<file path="src/rtl/wb_commit_queue.sv">
// Write-back commit queue: in-order FIFO of completed instructions whose head is
// retired by a small FSM. Define WB_TRACE_EN to drive the dbg_* trace port.
module wb_commit_queue #(
    parameter int DEPTH       = 2,
    parameter int CSR_TIMEOUT = 15
) (
    input  logic        clk,
    input  logic        reset,
    input  logic        in_valid,
    output logic        in_allowin,
    input  logic [31:0] in_pc,
    input  logic [31:0] in_result,
    input  logic        in_gr_we,
    input  logic [4:0]  in_dest,
    input  logic        in_csr_re,
    input  logic        in_ex,
    input  logic [5:0]  in_ecode,
    input  logic        in_ertn,
    output logic        csr_req,
    input  logic        csr_ack,
    input  logic [31:0] csr_rvalue,
    output logic        rf_we,
    output logic [4:0]  rf_waddr,
    output logic [31:0] rf_wdata,
    output logic        ex_commit,
    output logic [5:0]  ex_ecode,
    output logic [31:0] ex_pc,
    output logic        ertn_commit,
    output logic        flush,
    output logic [31:0] retire_cnt,
    output logic [31:0] dbg_pc,
    output logic [3:0]  dbg_wen,
    output logic [4:0]  dbg_wnum,
    output logic [31:0] dbg_wdata
);

    localparam int PW = (DEPTH > 1) ? $clog2(DEPTH) : 1;
    localparam int CW = $clog2(DEPTH + 1);
    localparam int TW = (CSR_TIMEOUT > 1) ? $clog2(CSR_TIMEOUT) : 1;
    localparam logic [TW-1:0] TMO_LOAD = TW'(CSR_TIMEOUT - 1);
    localparam logic [CW-1:0] CNT_FULL = CW'(DEPTH);

    typedef enum logic [1:0] {
        S_IDLE,
        S_CSR_WAIT,
        S_FLUSH
    } state_t;

    typedef struct packed {
        logic [31:0] pc;
        logic [31:0] result;
        logic        gr_we;
        logic [4:0]  dest;
        logic        csr_re;
        logic        ex;
        logic [5:0]  ecode;
        logic        ertn;
    } entry_t;

    entry_t          mem_q [DEPTH];
    entry_t          head_e;
    state_t          state_q, state_d;
    logic [PW-1:0]   head_q, head_d;
    logic [PW-1:0]   tail_q, tail_d;
    logic [CW-1:0]   count_q, count_d;
    logic [TW-1:0]   tmo_q, tmo_d;
    logic [31:0]     retire_cnt_q, retire_cnt_d;

    logic            head_vld;
    logic            retire;
    logic            do_flush;
    logic            wr_en;
    logic [31:0]     wr_data;
    logic            push;

    assign head_e   = mem_q[head_q];
    assign head_vld = (count_q != '0);

    // Head decode; ex outranks ertn, which outranks a CSR read.
    always_comb begin
        retire      = 1'b0;
        do_flush    = 1'b0;
        csr_req     = 1'b0;
        ex_commit   = 1'b0;
        ertn_commit = 1'b0;
        wr_en       = 1'b0;
        wr_data     = head_e.result;
        state_d     = state_q;
        tmo_d       = tmo_q;
        unique case (state_q)
            S_IDLE: begin
                if (head_vld) begin
                    if (head_e.ex) begin
                        ex_commit = 1'b1;
                        do_flush  = 1'b1;
                        state_d   = S_FLUSH;
                    end else if (head_e.ertn) begin
                        ertn_commit = 1'b1;
                        do_flush    = 1'b1;
                        state_d     = S_FLUSH;
                    end else if (head_e.csr_re) begin
                        csr_req = 1'b1;
                        tmo_d   = TMO_LOAD;
                        state_d = S_CSR_WAIT;
                    end else begin
                        retire = 1'b1;
                        wr_en  = head_e.gr_we && (head_e.dest != 5'd0);
                    end
                end
            end
            S_CSR_WAIT: begin
                if (csr_ack) begin
                    retire  = 1'b1;
                    wr_en   = (head_e.dest != 5'd0);
                    wr_data = csr_rvalue;
                    tmo_d   = '0;
                    state_d = S_IDLE;
                end else if (tmo_q == '0) begin
                    retire  = 1'b1;
                    state_d = S_IDLE;
                end else begin
                    tmo_d = tmo_q - TW'(1);
                end
            end
            S_FLUSH: state_d = S_IDLE;
            default: state_d = S_IDLE;
        endcase
    end

    // A full queue still accepts when the head leaves in the same cycle.
    assign in_allowin = (state_q != S_FLUSH) && ((count_q != CNT_FULL) || retire);
    assign push       = in_valid && in_allowin;

    always_comb begin
        head_d       = head_q;
        tail_d       = tail_q;
        count_d      = count_q;
        retire_cnt_d = retire_cnt_q;
        if (retire) retire_cnt_d = retire_cnt_q + 32'd1;
        if (do_flush) begin
            head_d  = '0;
            tail_d  = '0;
            count_d = '0;
        end else begin
            if (retire) head_d = head_q + PW'(1);
            if (push)   tail_d = tail_q + PW'(1);
            if (push && !retire)      count_d = count_q + CW'(1);
            else if (!push && retire) count_d = count_q - CW'(1);
        end
    end

    always_ff @(posedge clk) begin
        if (reset) begin
            state_q      <= S_IDLE;
            head_q       <= '0;
            tail_q       <= '0;
            count_q      <= '0;
            tmo_q        <= '0;
            retire_cnt_q <= '0;
        end else begin
            state_q      <= state_d;
            head_q       <= head_d;
            tail_q       <= tail_d;
            count_q      <= count_d;
            tmo_q        <= tmo_d;
            retire_cnt_q <= retire_cnt_d;
        end
    end

    always_ff @(posedge clk) begin
        if (push) begin
            mem_q[tail_q] <= '{pc: in_pc, result: in_result, gr_we: in_gr_we, dest: in_dest,
                               csr_re: in_csr_re, ex: in_ex, ecode: in_ecode, ertn: in_ertn};
        end
    end

    assign rf_we      = wr_en;
    assign rf_waddr   = wr_en ? head_e.dest : 5'd0;
    assign rf_wdata   = wr_en ? wr_data : 32'd0;
    assign ex_ecode   = ex_commit ? head_e.ecode : 6'd0;
    assign ex_pc      = ex_commit ? head_e.pc : 32'd0;
    assign flush      = do_flush;
    assign retire_cnt = retire_cnt_q;

`ifdef WB_TRACE_EN
    assign dbg_pc    = retire ? head_e.pc : 32'd0;
    assign dbg_wen   = {4{rf_we}};
    assign dbg_wnum  = rf_waddr;
    assign dbg_wdata = rf_wdata;
`else
    assign dbg_pc    = 32'd0;
    assign dbg_wen   = 4'd0;
    assign dbg_wnum  = 5'd0;
    assign dbg_wdata = 32'd0;
`endif

endmodule

</file>
<file path="config.mk">
export PLATFORM = sky130hd
export DESIGN_NAME = wb_commit_queue
export DESIGN_NICKNAME = d
export VERILOG_FILES = /design/src/rtl/wb_commit_queue.sv
export SDC_FILE = /design/constraint.sdc
export NUM_CORES = 1
export LEC_CHECK = 0
export CORE_MARGIN = 2
export CORE_UTILIZATION = 45
export DETAILED_ROUTE_END_ITERATION = 10
export PLACE_DENSITY = 0.87
export SYNTH_ARGS = -nofsm -noshare
export SYNTH_HDL_FRONTEND = slang
export SYNTH_SLANG_ARGS = --single-unit
</file>
<file path="constraint.sdc">
create_clock -name clk -period 14.7 [get_ports clk]
set_input_delay 2.205 -clock clk [delete_from_list [all_inputs] [get_ports clk]]
set_output_delay 2.205 -clock clk [all_outputs]
set_load 0.02 [all_outputs]
</file>
==> run_results.csv <==
group,metric,value,unit
synthesis,synthFlopType,"edfxtp_1",
synthesis,synth.distinct_cells,51,
synthesis,synth_fa_ha_area_frac,0.00549,
sta,rsz0062_at_grt,"false",
clock_network,cts_buffer_depth,3,
route,dr.pass1.iters,6,
synthesis,async_reset_ff_frac,0,
floorplan,die_area,21400,sq um
global_route,track_usage,0.186,
route,vias,6070,
sta,fin_setup_tns,0,ns
power,p_leak,3.97,nW
synthesis,synth_area_per_cell,12.7,sq um
status,outcome,"finished, final reports clean",
critical_path,path_buf_inv,2,
placement,hpwl,13500,microns
cells_and_area,area_growth,32.7,%
worst_hold_path,min_path_type,"flip-flop to flip-flop",
sta,max-slew-margin-rel,0.255,
global_route,met3_usage,0.0503,
sta,period_share,0.490,
synthesis,synthMostInstantiatedCell,"edfxtp_1",
critical_path,cp_top_family,"buffers and inverters",
route,drt-initial-drc-count,258,
critical_path,r2r_end,"mem_q[0][46]$_DFFE_PP_",
worst_hold_path,holdPathStages,2,
cells_and_area,fin_area,12100,sq um
synthesis,synthSimpleGateAreaFrac,0.0931,
route,drt-total-wl,20200,microns
synthesis,yosysTopAreaCellShare,0.520,
critical_path,path_cells,"clkdlybuf4s50_1 > nand2_1 > o31ai_1 > nand3_2 > a211oi_1 > clkdlybuf4s50_1",
critical_path,ff2ff_setup_slack,11.22,ns
critical_path,max_stage_delay,0.71,ns
clock_network,cts_resized,0,
placement,dpl_cell_area,11400,sq um
cells_and_area,drive_gt1_frac,0.0662,
clock_network,path_clk_slew,0.05,ns
floorplan,num_rows,52,
clock_network,clk_latency,0.50,ns
clock_network,hold_buffers,0,
critical_path,cpMostUsedCell,"clkdlybuf4s50_1",
floorplan,pin_count,301,
synthesis,synth_top_area_cell,"edfxtp_1",
route,wire_per_inst,16.6,microns
critical_path,cp_slowest_cell,"nand3_2",
global_route,use_met2,0.348,
synthesis,yosysSeqAreaShare,0.614,
floorplan,core_area,20000,sq um
synthesis,synthTopCellsByCount,"edfxtp_1, nor2_1, mux2i_1, buf_4, dfxtp_1",
sta,skew,0.0101,ns
critical_path,path_class,"input port to primary output",
sta,hold_viol,0,
synthesis,synth-edff-count,158,
sta,max_freq,139,MHz
sta,slew_viol_final,0,
global_route,grt.busiest_layer,"met2",
global_route,grt_pass1_vias,6371,
route,ant_nets,0,
floorplan,die_w,146,microns
sta,tightest_slew,1.12,ns
synthesis,synthMuxAreaShare,0.0869,
cells_and_area,stdcell_count,1223,
critical_path,startpoint,"csr_ack",
global_route,met1_usage,0.202,
clock_network,numCtsBuffers,23,
route,routed_via_density,4.96,
floorplan,die_h,146,microns
critical_path,cp.required,12.49,ns
floorplan,start_util,0.455,
critical_path,ff2ff_path_depth,7,
placement,place_inst,1182,
synthesis,syn-cell-area,9120,sq um
clock_network,post_cts_buffers,0,
route,drc_errors,0,
worst_hold_path,hp-start,"head_q$_SDFFE_PP0P_",
synthesis,synth_warnings,0,
global_route,gr-total-overflow,0,
critical_path,critPathLaunchType,"input port",
sta,min_period,7.20,ns
global_route,grt_max_degree,80,
power,ir_drop,0.127,mV
synthesis,ys_ff_latch,201,
cells_and_area,final_util,0.604,
placement,portBuffers,227,
critical_path,crit_path_end_kind,"primary output",
synthesis,synth_top_family_by_area,"simple AND/OR/NAND/NOR gates",
critical_path,path_max_fanout,38,
sta,finalSetupViolCount,0,
clock_network,h-tree-depth,1,
clock_network,clock_sinks,201,
synthesis,syn_inst,716,
placement,place.gp.congestion,0.793,
power,power_density,147,nW/um^2
clock_network,cts_tree,"done",
synthesis,synth.area.top_cells,"edfxtp_1, dfxtp_1, mux2i_1",
cells_and_area,nets,1056,
run,maxCapViolCount,0,
synthesis,synth_compound_area_frac,0.0819,
synthesis,synth-xor-area-share,0.0336,
critical_path,worst_ep_arrival_time,4.99,ns
global_route,grt_first_pass_wirelength,32100,microns
clock_network,cts_root_buf,"clkbuf_16",
global_route,antenna_found_initial,2,
-- final cells by class --
type                       instances  area [sq um]
clock inverter                    15           156
timing repair buffer             234          2320
fill                            1500          7940
multi-input combinational        462          3040
tap                              270           338
sequential                       201          5610
clock buffer                      24           579
inverter                          15          56.3
antenna                            2          5.00
-- worst max-delay path by stage --
stage	endpoint	slack (ns)	cells past startpoint
6_report	rf_wdata[30]	7.50	6
3_3_place_gp	rf_wdata[30]	7.74	6
5_1_grt	rf_wdata[11]	7.28	6
4_1_cts	rf_wdata[30]	7.47	6
2_1_floorplan	mem_q[0][0]$_DFFE_PP_	5.66	6
3_5_place_dp	rf_wdata[30]	7.49	6
-- metrics by stage --
| stage | hold slack, ns | worst slack, ns | power [mW] |
|---|---|---|---|
| 2_1_floorplan | 0.463 | 5.66 | 1.08 |
| 3_3_place_gp | 0.492 | 7.74 | 1.22 |
| 3_5_place_dp | 0.504 | 7.49 | 1.24 |
| 4_1_cts | 0.523 | 7.47 | 1.80 |
| 5_1_grt | 0.543 | 7.28 | 1.86 |
| 6_report | 0.514 | 7.50 | 1.78 |
-- worst reg2reg max path: cells and delay by family, from the launching register on --
family | cells | cell delay [ns]
and+or+nand+nor | 4 | 1.06
AOI/OAI and AO/OA | 1 | 0.20
DFF | 1 | 0.82
buffers and inverters | 2 | 0.93
-- sequential cells by signal, summed over array words and instances, names as in the netlist, named ones only --
| name | count |
|---|---|
| state_q | 2 |
| tmo_q | 4 |
| tail_q | 1 |
| head_q | 1 |
| count_q | 2 |
| retire_cnt | 32 |
| mem_q | 158 |
-- per-layer routing --
layer  wire length (microns)  part of all wire
met4                     558             0.028
met2                   10500              0.52
met1                    7580              0.37
met3                    1640             0.081
met5                       0                 0
-- power by group --
part | internal, mW | switching (mW)
Clock | 0.338 | 0.218
Combinational | 0.170 | 0.256
Sequential | 0.748 | 0.0467
-- layout by cell type (no fill, tap or decap), types with 5 or more instances in the layout --
cell,synthesis,routed
a2111oi_1,7,7
o21ai_0,5,5
nand2_1,15,14
nand3_1,11,10
inv_1,15,15
clkinv_1,0,5
a21oi_1,13,13
clkbuf_16,0,23
mux2i_1,77,77
dfxtp_1,43,42
a2111oi_4,5,5
clkdlybuf4s50_1,0,227
edfxtp_1,158,158
and4_1,5,5
nor2_1,123,123
conb_1,1,73
buf_4,74,7
xnor2_1,32,32
a211oi_1,37,37
-- cells by family after synthesis --
| logic type | after synthesis |
|---|---|
| xor gates and xnor gates | 35 |
| DFF | 201 |
| buffers and inverters | 125 |
| and+or+nand+nor | 186 |
| other | 1 |
| AOI/OAI and AO/OA | 85 |
| adders and majority gates | 4 |
| muxes | 79 |
Power figures use the tool's default switching activity.
